## config.mk

```make
export PLATFORM = sky130hd
export DESIGN_NAME = ysyx_24080006_if_stage
export DESIGN_NICKNAME = d
export VERILOG_FILES = /design/src/rtl/ysyx_24080006_if_stage.sv
export SDC_FILE = /design/constraint.sdc
export NUM_CORES = 1
export LEC_CHECK = 0
export ABC_CLOCK_PERIOD_IN_PS = 2500
export CELL_PAD_IN_SITES_DETAIL_PLACEMENT = 0
export CELL_PAD_IN_SITES_GLOBAL_PLACEMENT = 2
export CORE_MARGIN = 2
export CORE_UTILIZATION = 34
export CTS_CLUSTER_DIAMETER = 80
export CTS_CLUSTER_SIZE = 16
export DETAILED_ROUTE_END_ITERATION = 16
export DONT_BUFFER_PORTS = 1
export PLACE_DENSITY = 0.85
export SYNTH_ARGS = -nofsm -noshare
export SYNTH_HDL_FRONTEND = slang
export SYNTH_SLANG_ARGS = --single-unit
```

## constraint.sdc

```tcl
create_clock -name clock -period 2.5 [get_ports clock]
set_clock_uncertainty 0.15 [all_clocks]
set_input_delay 0.375 -clock clock [delete_from_list [all_inputs] [get_ports clock]]
set_output_delay 0.375 -clock clock [all_outputs]
set_load 0.01 [all_outputs]
```

## src/rtl/ysyx_24080006_if_stage.sv

```systemverilog
// ysyx_24080006_if_stage: single-issue instruction fetch over an AXI4 read port, with decode/execute handshakes
module ysyx_24080006_if_stage #(
  parameter logic [31:0] RESET_PC = 32'h3000_0000
) (
  input  logic        clock,
  input  logic        reset,
  output logic [31:0] ifu_araddr,
  output logic        ifu_arvalid,
  input  logic        ifu_arready,
  output logic [2:0]  ifu_arsize,
  output logic [7:0]  ifu_arlen,
  output logic [1:0]  ifu_arburst,
  input  logic [31:0] ifu_rdata,
  input  logic [1:0]  ifu_rresp,
  input  logic        ifu_rlast,
  input  logic        ifu_rvalid,
  output logic        ifu_rready,
  output logic        ifu2idu_valid,
  input  logic        idu2ifu_ready,
  output logic [31:0] inst,
  output logic [31:0] pc,
  output logic        fetch_err,
  output logic        ifu2exu_ready,
  input  logic        exu2ifu_valid,
  input  logic [31:0] exu2ifu_dnpc,
  input  logic        exu2ifu_jump,
  input  logic        exu2ifu_branch
);
  typedef enum logic [2:0] {BOOT, AR, R, ID, EX} state_t;
  state_t r_state, w_state_n;
  logic r_arvalid, w_arvalid_n;
  logic r_rready, w_rready_n;
  logic r_idu_valid, w_idu_valid_n;
  logic r_exu_ready, w_exu_ready_n;
  logic r_err, w_err_n;
  logic [31:0] r_inst, w_inst_n;
  logic [31:0] r_pc, w_pc_n;
  logic w_unused;
  // single beat only, so rlast carries no information
  assign w_unused = ifu_rlast;
  assign ifu_araddr = {r_pc[31:2], 2'b00};
  assign ifu_arvalid = r_arvalid;
  assign ifu_arsize = 3'b010;
  assign ifu_arlen = 8'd0;
  assign ifu_arburst = 2'b01;
  assign ifu_rready = r_rready;
  assign ifu2idu_valid = r_idu_valid;
  assign inst = r_inst;
  assign pc = r_pc;
  assign fetch_err = r_err;
  assign ifu2exu_ready = r_exu_ready;
  always_comb begin
    w_state_n = r_state;
    w_arvalid_n = r_arvalid;
    w_rready_n = r_rready;
    w_idu_valid_n = r_idu_valid;
    w_exu_ready_n = r_exu_ready;
    w_err_n = r_err;
    w_inst_n = r_inst;
    w_pc_n = r_pc;
    case (r_state)
      BOOT: begin
        w_state_n = AR;
        w_arvalid_n = 1'b1;
      end
      AR: if (r_arvalid && ifu_arready) begin
        w_state_n = R;
        w_arvalid_n = 1'b0;
        w_rready_n = 1'b1;
      end
      R: if (r_rready && ifu_rvalid) begin
        w_state_n = ID;
        w_rready_n = 1'b0;
        w_inst_n = ifu_rdata;
        w_err_n = (ifu_rresp != 2'b00) || (r_pc[1:0] != 2'b00);
        w_idu_valid_n = 1'b1;
      end
      ID: if (r_idu_valid && idu2ifu_ready) begin
        w_state_n = EX;
        w_idu_valid_n = 1'b0;
        w_exu_ready_n = 1'b1;
      end
      EX: if (r_exu_ready && exu2ifu_valid) begin
        w_state_n = AR;
        w_exu_ready_n = 1'b0;
        w_arvalid_n = 1'b1;
        w_pc_n = (exu2ifu_jump || exu2ifu_branch) ? exu2ifu_dnpc : r_pc + 32'd4;
      end
      default: w_state_n = BOOT;
    endcase
  end
  always_ff @(posedge clock) begin
    if (reset) begin
      r_state <= BOOT;
      r_arvalid <= 1'b0;
      r_rready <= 1'b0;
      r_idu_valid <= 1'b0;
      r_exu_ready <= 1'b0;
      r_err <= 1'b0;
      r_inst <= 32'd0;
      r_pc <= RESET_PC;
    end else begin
      r_state <= w_state_n;
      r_arvalid <= w_arvalid_n;
      r_rready <= w_rready_n;
      r_idu_valid <= w_idu_valid_n;
      r_exu_ready <= w_exu_ready_n;
      r_err <= w_err_n;
      r_inst <= w_inst_n;
      r_pc <= w_pc_n;
    end
  end
endmodule

```

==> load_flow_metrics.sql <==
INSERT INTO impl_metrics (metric_group, metric, value, unit) VALUES
('run_status', 'status', 'completed', ''),
('cells_and_area', 'register_area', '1440', 'µm²'),
('cells_and_area', 'multi_input_area', '2040', 'µm²'),
('clock_network', 'clockRootBuffer', 'sky130_fd_sc_hd__clkbuf_16', ''),
('cells_and_area', 'finalCoreUtilization', '0.380', ''),
('timing', 'finalWorstPathRequiredPeriod', '2.17', 'ns'),
('synth', 'synth.cell_area', '3940', 'µm²'),
('clock_network', 'clkSlewWorstSetupHoldPaths', '0.06', 'ns'),
('global_routing', 'grt_max_degree', '62', ''),
('synth', 'synth.yosys.warnings', '0', ''),
('flow_run', 'max_cap_viol_count', '0', ''),
('timing', 'max_freq', '460', 'MHz'),
('power', 'static-leakage-power', '1.51', 'nW'),
('clock_network', 'tritoncts', 'done', ''),
('timing', 'setup_tns', '0', 'ns'),
('place', 'port_buffers', '0', ''),
('global_routing', 'gr-total-overflow', '0', ''),
('detailed_routing', 'drt_first_iter_violations', '265', ''),
('timing', 'worstMarginPinSlew', '0.695', 'ns'),
('setup_path', 'critical_path_peak_fanout', '8', ''),
('die', 'core_region_area', '11400', 'µm²'),
('place', 'place_congestion', '0.815', ''),
('synth', 'yosys.area_share.simple', '0.280', ''),
('synth', 'synth_seq_cells', '72', ''),
('cells_and_area', 'filler_cell_count', '1201', ''),
('detailed_routing', 'drt-total-wl', '11900', 'µm'),
('synth', 'synth_edf_count', '0', ''),
('die', 'die_y', '112', 'µm'),
('detailed_routing', 'post_drt_via_cell_ratio', '5.71', ''),
('timing', 'worst_slew_margin_rel', '0.536', ''),
('die', 'num_io_pins', '189', ''),
('timing', 'finalHoldViolations', '0', ''),
('clock_network', 'clock_path_buffers', '2', ''),
('timing', 'setup_viol_count_final', '0', ''),
('worst_hold_path', 'min-delay-path-class', 'in -> reg', ''),
('clock_network', 'h-tree-depth', '3', ''),
('detailed_routing', 'drt_pass1_iterations', '4', ''),
('cells_and_area', 'nets', '567', ''),
('synth', 'share_of_the_synthesized_area_in_compound_gates_ao_oa_aoi_oai', '0.216', ''),
('global_routing', 'wire_length_of_the_first_global_routing_pass', '18800', 'µm'),
('synth', 'main_combinational_cell_family_by_area_after_synthesis', 'simple AND/OR/NAND/NOR gates', ''),
('global_routing', 'grt_util_all_layers', '0.190', ''),
('detailed_routing', 'remaining_routing_drc_violations', '0', ''),
('clock_network', 'insertion_delay', '0.34', 'ns'),
('timing', 'final_max_slew_violation_count', '0', ''),
('global_routing', 'antenna_found_initial', '0', ''),
('detailed_routing', 'vias', '3648', ''),
('synth', 'syn_inst', '505', ''),
('die', 'start_util', '0.346', ''),
('timing', 'rsz0062_at_grt', 'no', ''),
('synth', 'syn_avg_cell_area', '7.80', 'µm²'),
('timing', 'timing.final.crit_share', '0.869', ''),
('synth', 'parity_gate_share_of_the_synthesized_area_counting_xor_and_xnor_cells', '0', ''),
('synth', 'post_synth_fa_ha_maj_area_fraction', '0.00318', ''),
('synth', 'post_synth_num_cell_types', '62', ''),
('power', 'powerDensity', '572', 'nW/µm²'),
('synth', 'ys_async_sr_fraction', '0', ''),
('synth', 'synth_seq_area_share', '0.366', ''),
('die', 'die_w', '112', 'µm'),
('setup_path', 'critPathCaptureType', 'flip-flop', ''),
('detailed_routing', 'antenna_left', '0', ''),
('die', 'standard_cell_row_count', '39', ''),
('clock_network', 'clkSinkCount', '72', ''),
('detailed_routing', 'route.detailed.wl_per_inst', '18.6', 'µm'),
('cells_and_area', 'share_of_final_layout_standard_cells_stronger_than_drive_strength_1', '0.125', ''),
('die', 'dieArea', '12500', 'µm²'),
('clock_network', 'post_cts_resize_count', '0', ''),
('synth', 'synth_top_flop_cell', 'sky130_fd_sc_hd__dfxtp_1', ''),
('power', 'power.ir.vdd_worst', '0.462', 'mV'),
('setup_path', 'timing.setup.critical_path_class', 'reg -> reg', ''),
('cells_and_area', 'area_growth', '9.82', '%'),
('setup_path', 'required', '2.58', 'ns'),
('setup_path', 'critPathArrivalTime', '2.25', 'ns'),
('setup_path', 'cp-start-kind', 'flip-flop', ''),
('cells_and_area', 'n_antenna_cell', '0', ''),
('synth', 'synthMuxAreaShare', '0.00254', ''),
('global_routing', 'first_global_vias', '3491', ''),
('clock_network', 'cts_buffers', '9', ''),
('place', 'post_detailed_placement_half_perimeter_wirelength', '8130', 'µm');
==> repair_timing <==
item | 4_1_cts | 5_1_grt
endpoints found under the hold margin | 61 | 0
hold buffers | 11 | 0
setup buffers | 0 | 0
==> state kept, by name (all words and copies together), names as in the netlist <==
name           cells
inst              32
fetch_err          1
pc                32
ifu2exu_ready      1
r_state            3
ifu_arvalid        1
ifu_rready         1
ifu2idu_valid      1
==> layout by cell type (no fill, tap or decap), drive strengths merged, types with 3 or more instances in the layout <==
cell and instances:
a2111oi 3, a211oi 12, a21o 3, a21oi 58, a311oi 6, a31oi 3
a41o 3, and2 6, and3 9, and4 9, buf 31, clkbuf 9
clkinv 4, conb 15, dfxtp 72, dlygate4sd3 10, inv 8, nand2 99
nand3 10, nand4 13, nor2 22, nor3 12, nor3b 3, nor4 11
o21ai 16, o22ai 5, o31ai 4, o41ai 3, or2 3, or3 3
==> worst paths after layout <==
path	cells after the start	end	slack (ns)	startpoint
hold reg to reg	2	inst[30]$_SDFFE_PP0P_	0.35	inst[30]$_SDFFE_PP0P_
setup / recovery	5	pc[23]$_SDFFE_PP0P_	0.33	r_state[1]$_SDFFE_PP0P_
hold / removal	2	inst[31]$_SDFFE_PP0P_	0.02	ifu_rdata[31]
setup reg to reg	5	pc[23]$_SDFFE_PP0P_	0.33	r_state[1]$_SDFFE_PP0P_
==> power by group <==
| part | switching, mW | leakage, nW | internal (mW) |
|---|---|---|---|
| clock network | 0.525 | 0.132 | 0.671 |
| registers | 0.00756 | 0.581 | 1.15 |
| logic | 0.0749 | 0.798 | 0.0427 |
==> layer usage <==
metal,up-vias,GRT usage,share of wire
li1,1738,-,-
met1,1710,0.229,0.41
met2,185,0.310,0.47
met3,15,0.0708,0.10
met4,0,0.0708,0.018
met5,-,0,0
==> cell families after synthesis <==
logic type	after synthesis
flops	72
fa+ha+maj	1
buf+inv	86
simple gates	210
mux	1
other cells	2
compound gates	133
==> synthesized netlist by cell type, drive strengths merged (9+ instances only) <==
cell type  number  area, µm²
and3            9       56.3
a211oi         12       90.1
nand4          13       87.6
o21ai          16       80.1
and4            9       78.8
nor3           12       70.1
nand3          10       50.1
dfxtp          72       1440
clkbuf         25       93.8
nand2          99        372
buf            54        394
a21oi          58        290
nor2           22       98.9
nor4           11        105
==> per-stage QoR <==
| step | worst slack (ns) | cells | instance area (µm²) | hold WS [ns] | power, mW |
|---|---|---|---|---|---|
| 2_1_floorplan | 0.579 | 518 | 3990 | 0.326 | 1.28 |
| 3_3_place_gp | 0.367 | 612 | 3930 | 0.306 | 1.27 |
| 4_1_cts | 0.326 | 639 | 4330 | 0.00103 | 2.52 |
| 6_report | 0.328 | 639 | 4330 | 0.0191 | 2.47 |
| 3_5_place_dp | 0.338 | 612 | 3930 | 0.309 | 1.27 |
| 5_1_grt | 0.158 | 639 | 4330 | 0.00922 | 2.57 |
==> worst max-delay path, stage by stage, from the launching register on <==
cell and delay [ns]:
sky130_fd_sc_hd__dfxtp_1 0.38, sky130_fd_sc_hd__or3b_1 0.63, sky130_fd_sc_hd__nor3_2 0.36, sky130_fd_sc_hd__buf_4 0.23
sky130_fd_sc_hd__a21oi_1 0.05, sky130_fd_sc_hd__a32o_1 0.26
==> final cells by class <==
type / instances / area share
multi-input cells: 360 / 0.472
flip-flops and latches: 72 / 0.333
repair buffers: 41 / 0.0845
clock buffers: 9 / 0.0521
well taps: 143 / 0.0414
clock inverters: 7 / 0.0110
inverters: 7 / 0.00607
(Power assumes the default switching activity.)
